$ cat src/rtl/result_dispatcher_if.sv
// Bundles the FIFO read side and both outbound master channels of the result dispatcher.
// The master modport is the dispatcher's view; slave is the FIFO/master-side view.
interface result_dispatcher_if #(
    parameter int DW = 32
);
    logic          fifo_empty;
    logic          fifo_rd_en;
    logic [DW-1:0] fifo_rdata;
    logic [1:0]    fifo_rmode;
    logic [7:0]    fifo_rproc_val;
    logic          fifo_rsrc;

    logic [DW-1:0] mstr0_data;
    logic [1:0]    mstr0_mode;
    logic [7:0]    mstr0_proc_val;
    logic          mstr0_valid;
    logic          mstr0_ready;
    logic          mstr0_cmplt;

    logic [DW-1:0] mstr1_data;
    logic [1:0]    mstr1_mode;
    logic [7:0]    mstr1_proc_val;
    logic          mstr1_valid;
    logic          mstr1_ready;
    logic          mstr1_cmplt;

    logic          disp_err;

    modport master (
        input  fifo_empty, fifo_rdata, fifo_rmode, fifo_rproc_val, fifo_rsrc,
        input  mstr0_ready, mstr1_ready,
        output fifo_rd_en,
        output mstr0_data, mstr0_mode, mstr0_proc_val, mstr0_valid, mstr0_cmplt,
        output mstr1_data, mstr1_mode, mstr1_proc_val, mstr1_valid, mstr1_cmplt,
        output disp_err
    );

    modport slave (
        output fifo_empty, fifo_rdata, fifo_rmode, fifo_rproc_val, fifo_rsrc,
        output mstr0_ready, mstr1_ready,
        input  fifo_rd_en,
        input  mstr0_data, mstr0_mode, mstr0_proc_val, mstr0_valid, mstr0_cmplt,
        input  mstr1_data, mstr1_mode, mstr1_proc_val, mstr1_valid, mstr1_cmplt,
        input  disp_err
    );
endinterface

$ cat src/rtl/result_dispatcher.sv
// Pops merged entries from the shared FIFO and routes each to the master named by its tag,
// pulsing mstrN_cmplt every BURST_LEN accepted words. DISP_ERR_CHK_EN drops mode==00 entries.
//
//  state | meaning
//  IDLE  | waiting for a FIFO entry; pops when not empty
//  LOAD  | FIFO read data valid, captured into holding register
//  SEND  | holding register presented to the tagged master until ready
//  CMPLT | burst of BURST_LEN words finished, cmplt pulse high
module result_dispatcher #(
    parameter int  DW        = 32,
    parameter int  BURST_LEN = 16,
    localparam int CNT_W     = $clog2(BURST_LEN + 1)
) (
    input logic                 clk,
    input logic                 rst_n,
    result_dispatcher_if.master bus
);
    typedef enum logic [1:0] {
        IDLE  = 2'd0,
        LOAD  = 2'd1,
        SEND  = 2'd2,
        CMPLT = 2'd3
    } state_t;

    localparam logic [CNT_W-1:0] CNT_LAST = CNT_W'(BURST_LEN - 1);

    state_t           state_q, state_d;
    logic [DW-1:0]    data_q, data_d;
    logic [1:0]       mode_q, mode_d;
    logic [7:0]       pv_q, pv_d;
    logic             src_q, src_d;
    logic [CNT_W-1:0] cnt0_q, cnt0_d;
    logic [CNT_W-1:0] cnt1_q, cnt1_d;
    logic             cmplt0_q, cmplt0_d;
    logic             cmplt1_q, cmplt1_d;
    logic             rd_en;
    logic             sel_ready;
    logic             burst_end;
`ifdef DISP_ERR_CHK_EN
    logic             err_q, err_d;
`endif

    // Ready from the master that does not own the held entry never advances the FSM.
    assign sel_ready = src_q ? bus.mstr1_ready : bus.mstr0_ready;
    assign burst_end = src_q ? (cnt1_q == CNT_LAST) : (cnt0_q == CNT_LAST);

    always_comb begin
        state_d  = state_q;
        data_d   = data_q;
        mode_d   = mode_q;
        pv_d     = pv_q;
        src_d    = src_q;
        cnt0_d   = cnt0_q;
        cnt1_d   = cnt1_q;
        cmplt0_d = 1'b0;
        cmplt1_d = 1'b0;
        rd_en    = 1'b0;
`ifdef DISP_ERR_CHK_EN
        err_d    = 1'b0;
`endif
        case (state_q)
            IDLE: begin
                if (!bus.fifo_empty) begin
                    rd_en   = 1'b1;
                    state_d = LOAD;
                end
            end
            LOAD: begin
                data_d  = bus.fifo_rdata;
                mode_d  = bus.fifo_rmode;
                pv_d    = bus.fifo_rproc_val;
                src_d   = bus.fifo_rsrc;
                state_d = SEND;
`ifdef DISP_ERR_CHK_EN
                if (bus.fifo_rmode == 2'b00) begin
                    err_d   = 1'b1;
                    state_d = IDLE;
                end
`endif
            end
            SEND: begin
                if (sel_ready) begin
                    if (burst_end) begin
                        state_d = CMPLT;
                        if (src_q) begin
                            cnt1_d   = '0;
                            cmplt1_d = 1'b1;
                        end else begin
                            cnt0_d   = '0;
                            cmplt0_d = 1'b1;
                        end
                    end else begin
                        state_d = IDLE;
                        if (src_q) cnt1_d = cnt1_q + CNT_W'(1);
                        else       cnt0_d = cnt0_q + CNT_W'(1);
                    end
                end
            end
            CMPLT:   state_d = IDLE;
            default: state_d = IDLE;
        endcase
    end

    always_ff @(posedge clk or negedge rst_n) begin
        if (!rst_n) begin
            state_q  <= IDLE;
            data_q   <= '0;
            mode_q   <= '0;
            pv_q     <= '0;
            src_q    <= 1'b0;
            cnt0_q   <= '0;
            cnt1_q   <= '0;
            cmplt0_q <= 1'b0;
            cmplt1_q <= 1'b0;
        end else begin
            state_q  <= state_d;
            data_q   <= data_d;
            mode_q   <= mode_d;
            pv_q     <= pv_d;
            src_q    <= src_d;
            cnt0_q   <= cnt0_d;
            cnt1_q   <= cnt1_d;
            cmplt0_q <= cmplt0_d;
            cmplt1_q <= cmplt1_d;
        end
    end

`ifdef DISP_ERR_CHK_EN
    always_ff @(posedge clk or negedge rst_n) begin
        if (!rst_n) err_q <= 1'b0;
        else        err_q <= err_d;
    end
    assign bus.disp_err = err_q;
`else
    assign bus.disp_err = 1'b0;
`endif

    assign bus.fifo_rd_en     = rd_en;
    assign bus.mstr0_data     = data_q;
    assign bus.mstr0_mode     = mode_q;
    assign bus.mstr0_proc_val = pv_q;
    assign bus.mstr1_data     = data_q;
    assign bus.mstr1_mode     = mode_q;
    assign bus.mstr1_proc_val = pv_q;
    assign bus.mstr0_valid    = (state_q == SEND) && !src_q;
    assign bus.mstr1_valid    = (state_q == SEND) && src_q;
    assign bus.mstr0_cmplt    = cmplt0_q;
    assign bus.mstr1_cmplt    = cmplt1_q;
endmodule

$ cat src/flat_wrapper.sv
// flat-port wrapper written by rule: the top's interface ports become plain ports
module result_dispatcher_flat 
#(
    parameter int  DW        = 32,
    parameter int  BURST_LEN = 16,
    localparam int CNT_W     = $clog2(BURST_LEN + 1)
)
  (clk, rst_n, bus_fifo_empty, bus_fifo_rdata, bus_fifo_rmode, bus_fifo_rproc_val, bus_fifo_rsrc, bus_mstr0_ready, bus_mstr1_ready, bus_fifo_rd_en, bus_mstr0_data, bus_mstr0_mode, bus_mstr0_proc_val, bus_mstr0_valid, bus_mstr0_cmplt, bus_mstr1_data, bus_mstr1_mode, bus_mstr1_proc_val, bus_mstr1_valid, bus_mstr1_cmplt, bus_disp_err);
  result_dispatcher_if #(.DW(DW)) bus_i ();
  input logic clk;
  input logic rst_n;
  input wire logic [$bits(bus_i.fifo_empty)-1:0] bus_fifo_empty;
  input wire logic [$bits(bus_i.fifo_rdata)-1:0] bus_fifo_rdata;
  input wire logic [$bits(bus_i.fifo_rmode)-1:0] bus_fifo_rmode;
  input wire logic [$bits(bus_i.fifo_rproc_val)-1:0] bus_fifo_rproc_val;
  input wire logic [$bits(bus_i.fifo_rsrc)-1:0] bus_fifo_rsrc;
  input wire logic [$bits(bus_i.mstr0_ready)-1:0] bus_mstr0_ready;
  input wire logic [$bits(bus_i.mstr1_ready)-1:0] bus_mstr1_ready;
  output wire logic [$bits(bus_i.fifo_rd_en)-1:0] bus_fifo_rd_en;
  output wire logic [$bits(bus_i.mstr0_data)-1:0] bus_mstr0_data;
  output wire logic [$bits(bus_i.mstr0_mode)-1:0] bus_mstr0_mode;
  output wire logic [$bits(bus_i.mstr0_proc_val)-1:0] bus_mstr0_proc_val;
  output wire logic [$bits(bus_i.mstr0_valid)-1:0] bus_mstr0_valid;
  output wire logic [$bits(bus_i.mstr0_cmplt)-1:0] bus_mstr0_cmplt;
  output wire logic [$bits(bus_i.mstr1_data)-1:0] bus_mstr1_data;
  output wire logic [$bits(bus_i.mstr1_mode)-1:0] bus_mstr1_mode;
  output wire logic [$bits(bus_i.mstr1_proc_val)-1:0] bus_mstr1_proc_val;
  output wire logic [$bits(bus_i.mstr1_valid)-1:0] bus_mstr1_valid;
  output wire logic [$bits(bus_i.mstr1_cmplt)-1:0] bus_mstr1_cmplt;
  output wire logic [$bits(bus_i.disp_err)-1:0] bus_disp_err;
  assign bus_i.fifo_empty = bus_fifo_empty;
  assign bus_i.fifo_rdata = bus_fifo_rdata;
  assign bus_i.fifo_rmode = bus_fifo_rmode;
  assign bus_i.fifo_rproc_val = bus_fifo_rproc_val;
  assign bus_i.fifo_rsrc = bus_fifo_rsrc;
  assign bus_i.mstr0_ready = bus_mstr0_ready;
  assign bus_i.mstr1_ready = bus_mstr1_ready;
  assign bus_fifo_rd_en = bus_i.fifo_rd_en;
  assign bus_mstr0_data = bus_i.mstr0_data;
  assign bus_mstr0_mode = bus_i.mstr0_mode;
  assign bus_mstr0_proc_val = bus_i.mstr0_proc_val;
  assign bus_mstr0_valid = bus_i.mstr0_valid;
  assign bus_mstr0_cmplt = bus_i.mstr0_cmplt;
  assign bus_mstr1_data = bus_i.mstr1_data;
  assign bus_mstr1_mode = bus_i.mstr1_mode;
  assign bus_mstr1_proc_val = bus_i.mstr1_proc_val;
  assign bus_mstr1_valid = bus_i.mstr1_valid;
  assign bus_mstr1_cmplt = bus_i.mstr1_cmplt;
  assign bus_disp_err = bus_i.disp_err;
  result_dispatcher #(.DW(DW), .BURST_LEN(BURST_LEN)) u_core (.clk(clk), .rst_n(rst_n), .bus(bus_i));
endmodule
$ cat config.mk
export PLATFORM = sky130hd
export DESIGN_NAME = result_dispatcher_flat
export DESIGN_NICKNAME = d
export VERILOG_FILES = /design/src/rtl/result_dispatcher_if.sv /design/src/rtl/result_dispatcher.sv /design/src/flat_wrapper.sv
export SDC_FILE = /design/constraint.sdc
export NUM_CORES = 1
export LEC_CHECK = 0
export CORE_MARGIN = 3
export CORE_UTILIZATION = 39
export CTS_CLUSTER_DIAMETER = 50
export DETAILED_ROUTE_END_ITERATION = 8
export GPL_TIMING_DRIVEN = 1
export MAX_ROUTING_LAYER = met4
export PLACE_DENSITY = 0.86
export SLEW_MARGIN = 20
export SYNTH_ARGS = -nofsm -noshare
export SYNTH_HDL_FRONTEND = slang
export SYNTH_SLANG_ARGS = --single-unit
$ cat constraint.sdc
create_clock -name clk -period 1.65 [get_ports clk]
set_input_delay 0.33 -clock clk [delete_from_list [all_inputs] [get_ports clk]]
set_output_delay 0.33 -clock clk [all_outputs]
set_load 0.02 [all_outputs]
# Yosys cells after proc, flatten, opt, wreduce, memory -nomap -nowiden
# Cells that the tools add are included.
# totals
reg_bits	57
in_bits	48
# op_classes
addsub	2
n_eq_ne	7
mux	22
bitwise	1
reduce_logical	7
# op_table
op	n
$mux W5	6
$mux W1	12
$add A5 B1 Y5 const B	2
$eq A5 B4 Y1 const B	2
$pmux W2 S4	1
$mux W2	3
$reduce_and A3 Y1	2
$eq A2 B2 Y1 const B	2
$eq A2 B1 Y1 const B	1
$logic_and A1 B1 Y1	2
$logic_not A2 Y1	1
$ne A2 B1 Y1 const B	1
$ne A2 B2 Y1 const B	1
$reduce_and A2 Y1	1
$logic_not A1 Y1	1
$not A1 Y1	1

# Longest topological paths before layout
# Gate-level depths: netlist (run 1).
# depth
ltp_word	5
ltp_mapped	6
ltp_nobuf	4

# Worst setup path before layout (run 1)
# No wires, ideal clock.
# synth_path
kind	flip-flop to flip-flop
from	register u_core.src_q
to	register u_core.cnt0_q[2]
setup_time_ns	0.127
t_arrival_ns	1.428
required_time_ns	1.523
slack_ns	0.095
path_stages_with_launch	5
n_path_buf	0
cell_sequence	dfrtp_1 -> nor3b_1 -> nand2_1 -> a31oi_1 -> mux2i_1
# synth_via
elab_chain_len	2
word_cells_on_any_way	5
classes_between	3 x mux; 1 x bitwise; 1 x reduce/logical
# synth_lines
item	line	rtl
from (decl)	result_dispatcher.sv:31	logic src_q, src_d;
from (signal assigned)	result_dispatcher.sv:120	src_q <= src_d;
$mux W1, or another cell as far along	result_dispatcher.sv:44	assign sel_ready = src_q ? bus.mstr1_ready : bus.mstr0_ready;
$reduce_and A3 Y1 (no line) / $mux W5 (equally long branches)	--	
to (signal assigned)	result_dispatcher.sv:121	cnt0_q <= cnt0_d;
to (decl)	result_dispatcher.sv:32	logic [CNT_W-1:0] cnt0_q, cnt0_d;
# Parallel ways exist; a longest one is shown, timed or not.
# A chain may end at the register's enable or synchronous reset.

# Worst setup path in the final report (run 1)
# layout_path
from	register u_core.data_q[29] (netlist: u_core.bus.mstr0_data[29])
to	output bus_mstr0_data[29]
# layout_lines
item	line	rtl
from (decl)	result_dispatcher.sv:28	logic [DW-1:0] data_q, data_d;
from (signal assigned)	result_dispatcher.sv:117	data_q <= data_d;
to (decl)	flat_wrapper.sv:20	output wire logic [$bits(bus_i.mstr0_data)-1:0] bus_mstr0_data;
# No word-level cell between the ends.

==> flow_summary.json, run 1 <==
{
  "outcome": "finished clean",
  "clockRootBuffer": "clkbuf_8",
  "gp_congestion": 0.747,
  "crit_path_cell_trace": "clkdlybuf4s50_1",
  "r2r-end": "u_core.cnt1_q[2]",
  "p_int_mw": 4.87,
  "cp_max_fo": 3,
  "timing.final.crit_share_pct": 97.5,
  "startpoint_type": "flip-flop",
  "die_width_um": 87.9,
  "power_frac_seq_pct": 30.5,
  "crit_buf_inv": 1,
  "worst_slack_ns": 0.0411,
  "coreArea_um2": 6420,
  "setup_viol": 0,
  "grt_pass1_vias": 1774,
  "cts_tree": "done",
  "grt_pass1_wl_um": 8760,
  "p_comb_share_pct": 51.4,
  "min_from": "u_core.cnt1_q[4]",
  "clk_latency_ns": 0.33,
  "place_hpwl_um": 4390,
  "power_density_nw_per_um2": 2030,
  "fp-row-count": 29,
  "wire_per_inst_um": 15.1,
  "initial_core_util_pct": 40.7,
  "critPathRequiredTime_ns": 1.32,
  "synth_nets": 251,
  "tns_ns": 0,
  "grt_max_degree": 58,
  "die_h_um": 87.9,
  "final_max_slew_viol_count": 0,
  "hold_end": "u_core.cnt1_q[4]",
  "dpl-instance-area_um2": 3830,
  "synth.distinct_cells": 33,
  "drc": 0,
  "num_vias": 1849,
  "netSwitchingPower_mw": 3.31,
  "yosysTopAreaCell": "dfrtp_1",
  "synth_edf_count": 0,
  "critPathTopFamily": "buffers and inverters",
  "ant_nets": 0,
  "cts_sinks": 57,
  "end_kind": "output port",
  "synth_area_um2": 2620,
  "track_usage_pct": 15.4,
  "grt_overflow": 0,
  "yosys_register_bits": 57,
  "rr_worst_depth": 5,
  "nFillCells": 538,
  "antenna_found_initial": 0,
  "first_pass_iters": 4,
  "routed_via_density": 4.70,
  "crit_arrival_ns": 1.28,
  "fin_util_pct": 62.8,
  "drt_iter0_markers": 40,
  "p_leak_nw": 1.99,
  "path_class": "reg -> out",
  "dieArea_um2": 7730,
  "final_area_um2": 4030,
  "cts.path.max_buffers": 2,
  "hold_class": "reg -> reg",
  "critical_path_depth": 1,
  "synthArstFlopShare_pct": 100,
  "post-route-min-period_ns": 1.61,
  "cts_inserted_buffers": 9,
  "min_path_cells": 1,
  "layout.nets": 361,
  "num_io_pins": 138,
  "dpl_worst_slack_ns": -0.266,
  "io_buffers": 136,
  "max_freq_mhz": 622,
  "peakVddDrop_uv": 858,
  "avgSynthCellArea_um2": 13.0,
  "finalHoldViolations": 0,
  "clk_pin_slew_ns": 0.06,
  "yosys.area.top_type_share_pct": 54.5,
  "sw_frac_of_total_pct": 40.4,
  "final.setup_skew_ns": 0.00903,
  "synthTopCellsByArea": "dfrtp_1 55%, mux2_1 16%, buf_4 13%, mux2_2 2.2%, nand2_1 1.1%",
  "syn-instance-count": 201,
  "r2r_setup_slack_ns": 0.13,
  "cp_slowest_cell": "clkdlybuf4s50_1",
  "drt-total-wl_um": 5920,
  "ys_seq_area_share_pct": 54.5,
  "cpPeakStageDelay_ns": 0.60,
  "reg2reg_from": "u_core.src_q",
  "p_clk_share_pct": 18.1,
  "syn_to_final_growth_pct": 54.2,
  "cts_setup_buffers": 0,
  "synth-main-ff-cell": "dfrtp_1",
  "antenna-diode-count": 0,
  "dp.cells": 376,
  "drive_above_1_share_pct": 13.0,
  "drv_cap": 0,
  "yosysWarnings": 0,
  "layoutNonFillerInstCount": 393,
  "h-tree-depth": 3
}
layout by cell type, fill, tap and decap left out, drive strengths merged:
| cell type | count |
|---|---|
| dlymetal6s2s | 20 |
| and2 | 2 |
| bufinv | 2 |
| o41ai | 1 |
| buf | 13 |
| clkdlybuf4s50 | 50 |
| mux2i | 2 |
| nand2 | 9 |
| and2b | 1 |
| nor3b | 3 |
| nand3 | 2 |
| xnor2 | 2 |
| and4bb | 1 |
| and3b | 1 |
| dlygate4sd2 | 62 |
| clkinvlp | 2 |
| a221o | 1 |
| ha | 2 |
| conb | 1 |
| dlygate4sd3 | 1 |
| o21ai | 4 |
| inv | 2 |
| nor3 | 1 |
| mux2 | 43 |
| a21o | 1 |
| dfrtp | 57 |
| or2 | 1 |
| nor2b | 1 |
| a31oi | 1 |
| xor2 | 2 |
| nand4 | 4 |
| nor2 | 5 |
| a22oi | 1 |
| nand2b | 2 |
| clkbuf | 13 |
per-stage QoR:
stage / hold WS, ns / power, mW
after floorplan: 0.0344 / 5.50
after global placement: 0.355 / 7.31
after detailed placement: 0.359 / 7.45
after CTS: 0.486 / 8.35
after global routing: 0.495 / 8.64
final: 0.485 / 8.18
logic make-up (layout without fill, tap and decap cells):
| family | count (synthesis) | count (layout) | synth area share, % |
|---|---|---|---|
| other cells | 1 | 1 | 0.143 |
| flops | 57 | 57 | 54.5 |
| buf+inv | 50 | 165 | 14.0 |
| simple gates | 33 | 33 | 7.51 |
| mux | 45 | 45 | 19.3 |
| xor+xnor | 4 | 4 | 1.34 |
| fa+ha+maj | 2 | 2 | 0.956 |
| compound gates | 9 | 9 | 2.30 |
cell type report:
cell class	count	area, µm²	area share (%)
clock buffer	12	155	3.85
inverter	2	7.51	0.186
multi-input combinational	94	837	20.8
clock inverter	4	75.1	1.86
sequential	57	1430	35.4
tap	77	96.3	2.39
timing repair buffer	147	1440	35.6
metal layers:
| layer | GRT usage [%] | up-vias | wire, µm |
|---|---|---|---|
| met5 | - | - | 0 |
| met2 | 26.5 | 73 | 3090 |
| li1 | - | 867 | - |
| met1 | 16.6 | 900 | 2310 |
| met3 | 3.86 | 9 | 452 |
| met4 | 6.69 | 0 | 69 |
power groups by stage:
stage	registers [mW]	clock network [mW]	logic [mW]
finish	2.50	1.48	4.21
floorplan	3.16	0	2.35
CTS	2.52	1.52	4.32
detailed placement	2.57	0	4.87
global route	2.60	1.58	4.46
global placement	2.53	0	4.79
flip-flops by register name, indices dropped and copies added, names as in the netlist:
signal	flops
u_core.bus.mstr0_data	32
u_core.bus.mstr0_proc_val	8
u_core.cnt0_q	5
u_core.cnt1_q	5
u_core.bus.mstr0_mode	2
u_core.state_q	2
u_core.bus.mstr0_cmplt	1
u_core.bus.mstr1_cmplt	1
u_core.src_q	1
repair_timing:
| item | 4_1_cts | 5_1_grt |
|---|---|---|
| hold buffers | 1 | 0 |
| pin swaps | 0 | 1 |
| gates resized for setup | 72 | 25 |
| endpoints found under the hold margin | 3 | 0 |
| setup endpoints to repair | 70 | 25 |
worst max path at each step:
stage                                          from                 end  slack (ns)
final                     u_core.bus.mstr0_data[29]  bus_mstr0_data[29]        0.04
after global routing      u_core.bus.mstr0_data[29]  bus_mstr0_data[29]      -0.002
after CTS                              u_core.src_q     bus_mstr0_valid       -0.01
after detailed placement             bus_fifo_empty      bus_fifo_rd_en       -0.27
after global placement               bus_fifo_empty      bus_fifo_rd_en       -0.24
after floorplan                        u_core.src_q    u_core.cnt0_q[2]         0.1
cells in the mapped netlist (all sizes together), types with 3 or more instances:
library cell,n
nor2,5
nor3b,3
mux2,43
nand4,4
nand2,9
dfrtp,57
buf,48
o21ai,4
Power figures use the tool's default switching activity.
==> run 2: changes to the inputs <==
Settings changed: MAX_ROUTING_LAYER met4 to not set, RECOVER_POWER set to 50.
==> run 2 against run 1 <==
Against the previous run:
- core utilization decreased by 0.31 points
- register-to-register slack about the same
- highest routed layer unchanged
- clock power about the same
- sequential power barely moved
- die area unchanged
- first-iteration DRC count fell by 33%
- global-route usage decreased by 0.47 points
- non-clock buffer count unchanged
- design area decreased by 0.50%
- total power is 0.11% lower
- worst setup slack about the same
==> flow_summary.json, run 2 (synthesis results as in run 1) <==
{
  "clockRootBuffer": "clkbuf_8",
  "power_density_nw_per_um2": 2040,
  "largest_reg_flops": 32,
  "track_usage_pct": 14.9,
  "crit_buf_inv": 1,
  "nFillCells": 542,
  "path_class": "reg -> out",
  "p_leak_nw": 1.97,
  "drt-total-wl_um": 5920,
  "ant_nets": 0,
  "routed_via_density": 4.70,
  "drt_iter0_markers": 27,
  "crit_path_cell_trace": "clkdlybuf4s50_1",
  "drv_cap": 0,
  "worst_slack_ns": 0.0411,
  "wire_per_inst_um": 15.1,
  "final.setup_skew_ns": 0.00996,
  "syn_to_final_growth_pct": 53.4,
  "cts_tree": "done",
  "drc": 0,
  "startpoint_type": "flip-flop",
  "cts_inserted_buffers": 9,
  "fp-row-count": 29,
  "hold_end": "u_core.cnt1_q[4]",
  "critical_path_depth": 1,
  "die_width_um": 87.9,
  "critPathTopFamily": "buffers and inverters",
  "rr_worst_depth": 5,
  "fin_util_pct": 62.5,
  "r2r-end": "u_core.cnt1_q[2]",
  "dp.cells": 376,
  "place_hpwl_um": 4390,
  "grt_overflow": 0,
  "timing.final.crit_share_pct": 97.5,
  "reg2reg_from": "u_core.src_q",
  "antenna-diode-count": 0,
  "grt_pass1_wl_um": 8760,
  "io_buffers": 136,
  "finalHoldViolations": 0,
  "crit_arrival_ns": 1.28,
  "coreArea_um2": 6420,
  "setup_viol": 0,
  "cts.path.max_buffers": 2,
  "layoutNonFillerInstCount": 393,
  "dpl_worst_slack_ns": -0.266,
  "peakVddDrop_uv": 858,
  "cp_max_fo": 3,
  "end_kind": "output port",
  "min_from": "u_core.cnt1_q[4]",
  "dieArea_um2": 7730,
  "drive_above_1_share_pct": 12.7,
  "num_io_pins": 138,
  "cpPeakStageDelay_ns": 0.60,
  "grt_pass1_vias": 1771,
  "outcome": "finished clean",
  "hold_class": "reg -> reg",
  "initial_core_util_pct": 40.7,
  "clk_pin_slew_ns": 0.06,
  "antenna_found_initial": 0,
  "layout_common_cells": "62 x dlygate4sd2_1, 57 x dfrtp_1, 50 x clkdlybuf4s50_1",
  "worst_hold_slack_ns": 0.485,
  "r2r_setup_slack_ns": 0.13,
  "layout.nets": 361,
  "cts_sinks": 57,
  "final_common_cell": "dlygate4sd2_1",
  "clk_latency_ns": 0.33,
  "first_pass_iters": 4,
  "max_freq_mhz": 622,
  "h-tree-depth": 3,
  "slew_headroom_pct": 48.3,
  "die_h_um": 87.9,
  "gp_congestion": 0.738,
  "post-route-min-period_ns": 1.61,
  "worst_pin_slew_ns": 0.776,
  "final_max_slew_viol_count": 0,
  "num_vias": 1848,
  "critPathRequiredTime_ns": 1.32,
  "cp_slowest_cell": "clkdlybuf4s50_1",
  "min_path_cells": 1,
  "grt_max_degree": 58
}
[run 2: stage by stage]
stage                      TNS, ns  power (mW)  cell area (µm²)
final                            0        8.17             4010
after detailed placement    -0.266        7.45             3830
after CTS                  -0.0231        8.35             3990
after floorplan                  0        5.50             2620
after global placement      -0.244        7.31             3830
after global routing      -0.00235        8.63             4010
[run 2: per-layer routing]
layer / part of all wire, % / track usage [%]
met2: 52 / 26.5
met5: 0 / 0
met1: 39 / 16.6
met4: 1.2 / 6.69
met3: 7.7 / 3.95
[run 2: what timing repair did]
action | CTS | global route
hold buffers | 1 | 0
setup endpoints to repair | 70 | 25
gates resized for setup | 72 | 25
buffers inserted | 0 | 0
pin swaps | 0 | 1
hold endpoints to repair | 3 | 0
[run 2: layout make-up]
cell class	instances	area [µm²]	share of cell area [%]
clock buffer	12	155	3.87
clock inverter	4	75.1	1.87
inverter	2	7.51	0.187
multi-input combinational	94	830	20.7
sequential	57	1430	35.5
tap	77	96.3	2.40
timing repair buffer	147	1420	35.5
[run 2: where the power goes]
group / internal, mW / total (mW) / switching (mW)
registers: 2.04 / 2.50 / 0.459
logic: 1.90 / 4.19 / 2.30
clock network: 0.933 / 1.48 / 0.549
[run 2: worst max path at each step]
| stage | start | to | slack [ns] |
|---|---|---|---|
| 6_report | u_core.bus.mstr0_data[29] | bus_mstr0_data[29] | 0.04 |
| 5_1_grt | u_core.bus.mstr0_data[29] | bus_mstr0_data[29] | -0.002 |
| 4_1_cts | u_core.src_q | bus_mstr0_valid | -0.01 |
| 3_5_place_dp | bus_fifo_empty | bus_fifo_rd_en | -0.27 |
| 3_3_place_gp | bus_fifo_empty | bus_fifo_rd_en | -0.24 |
| 2_1_floorplan | u_core.src_q | u_core.cnt0_q[2] | 0.1 |
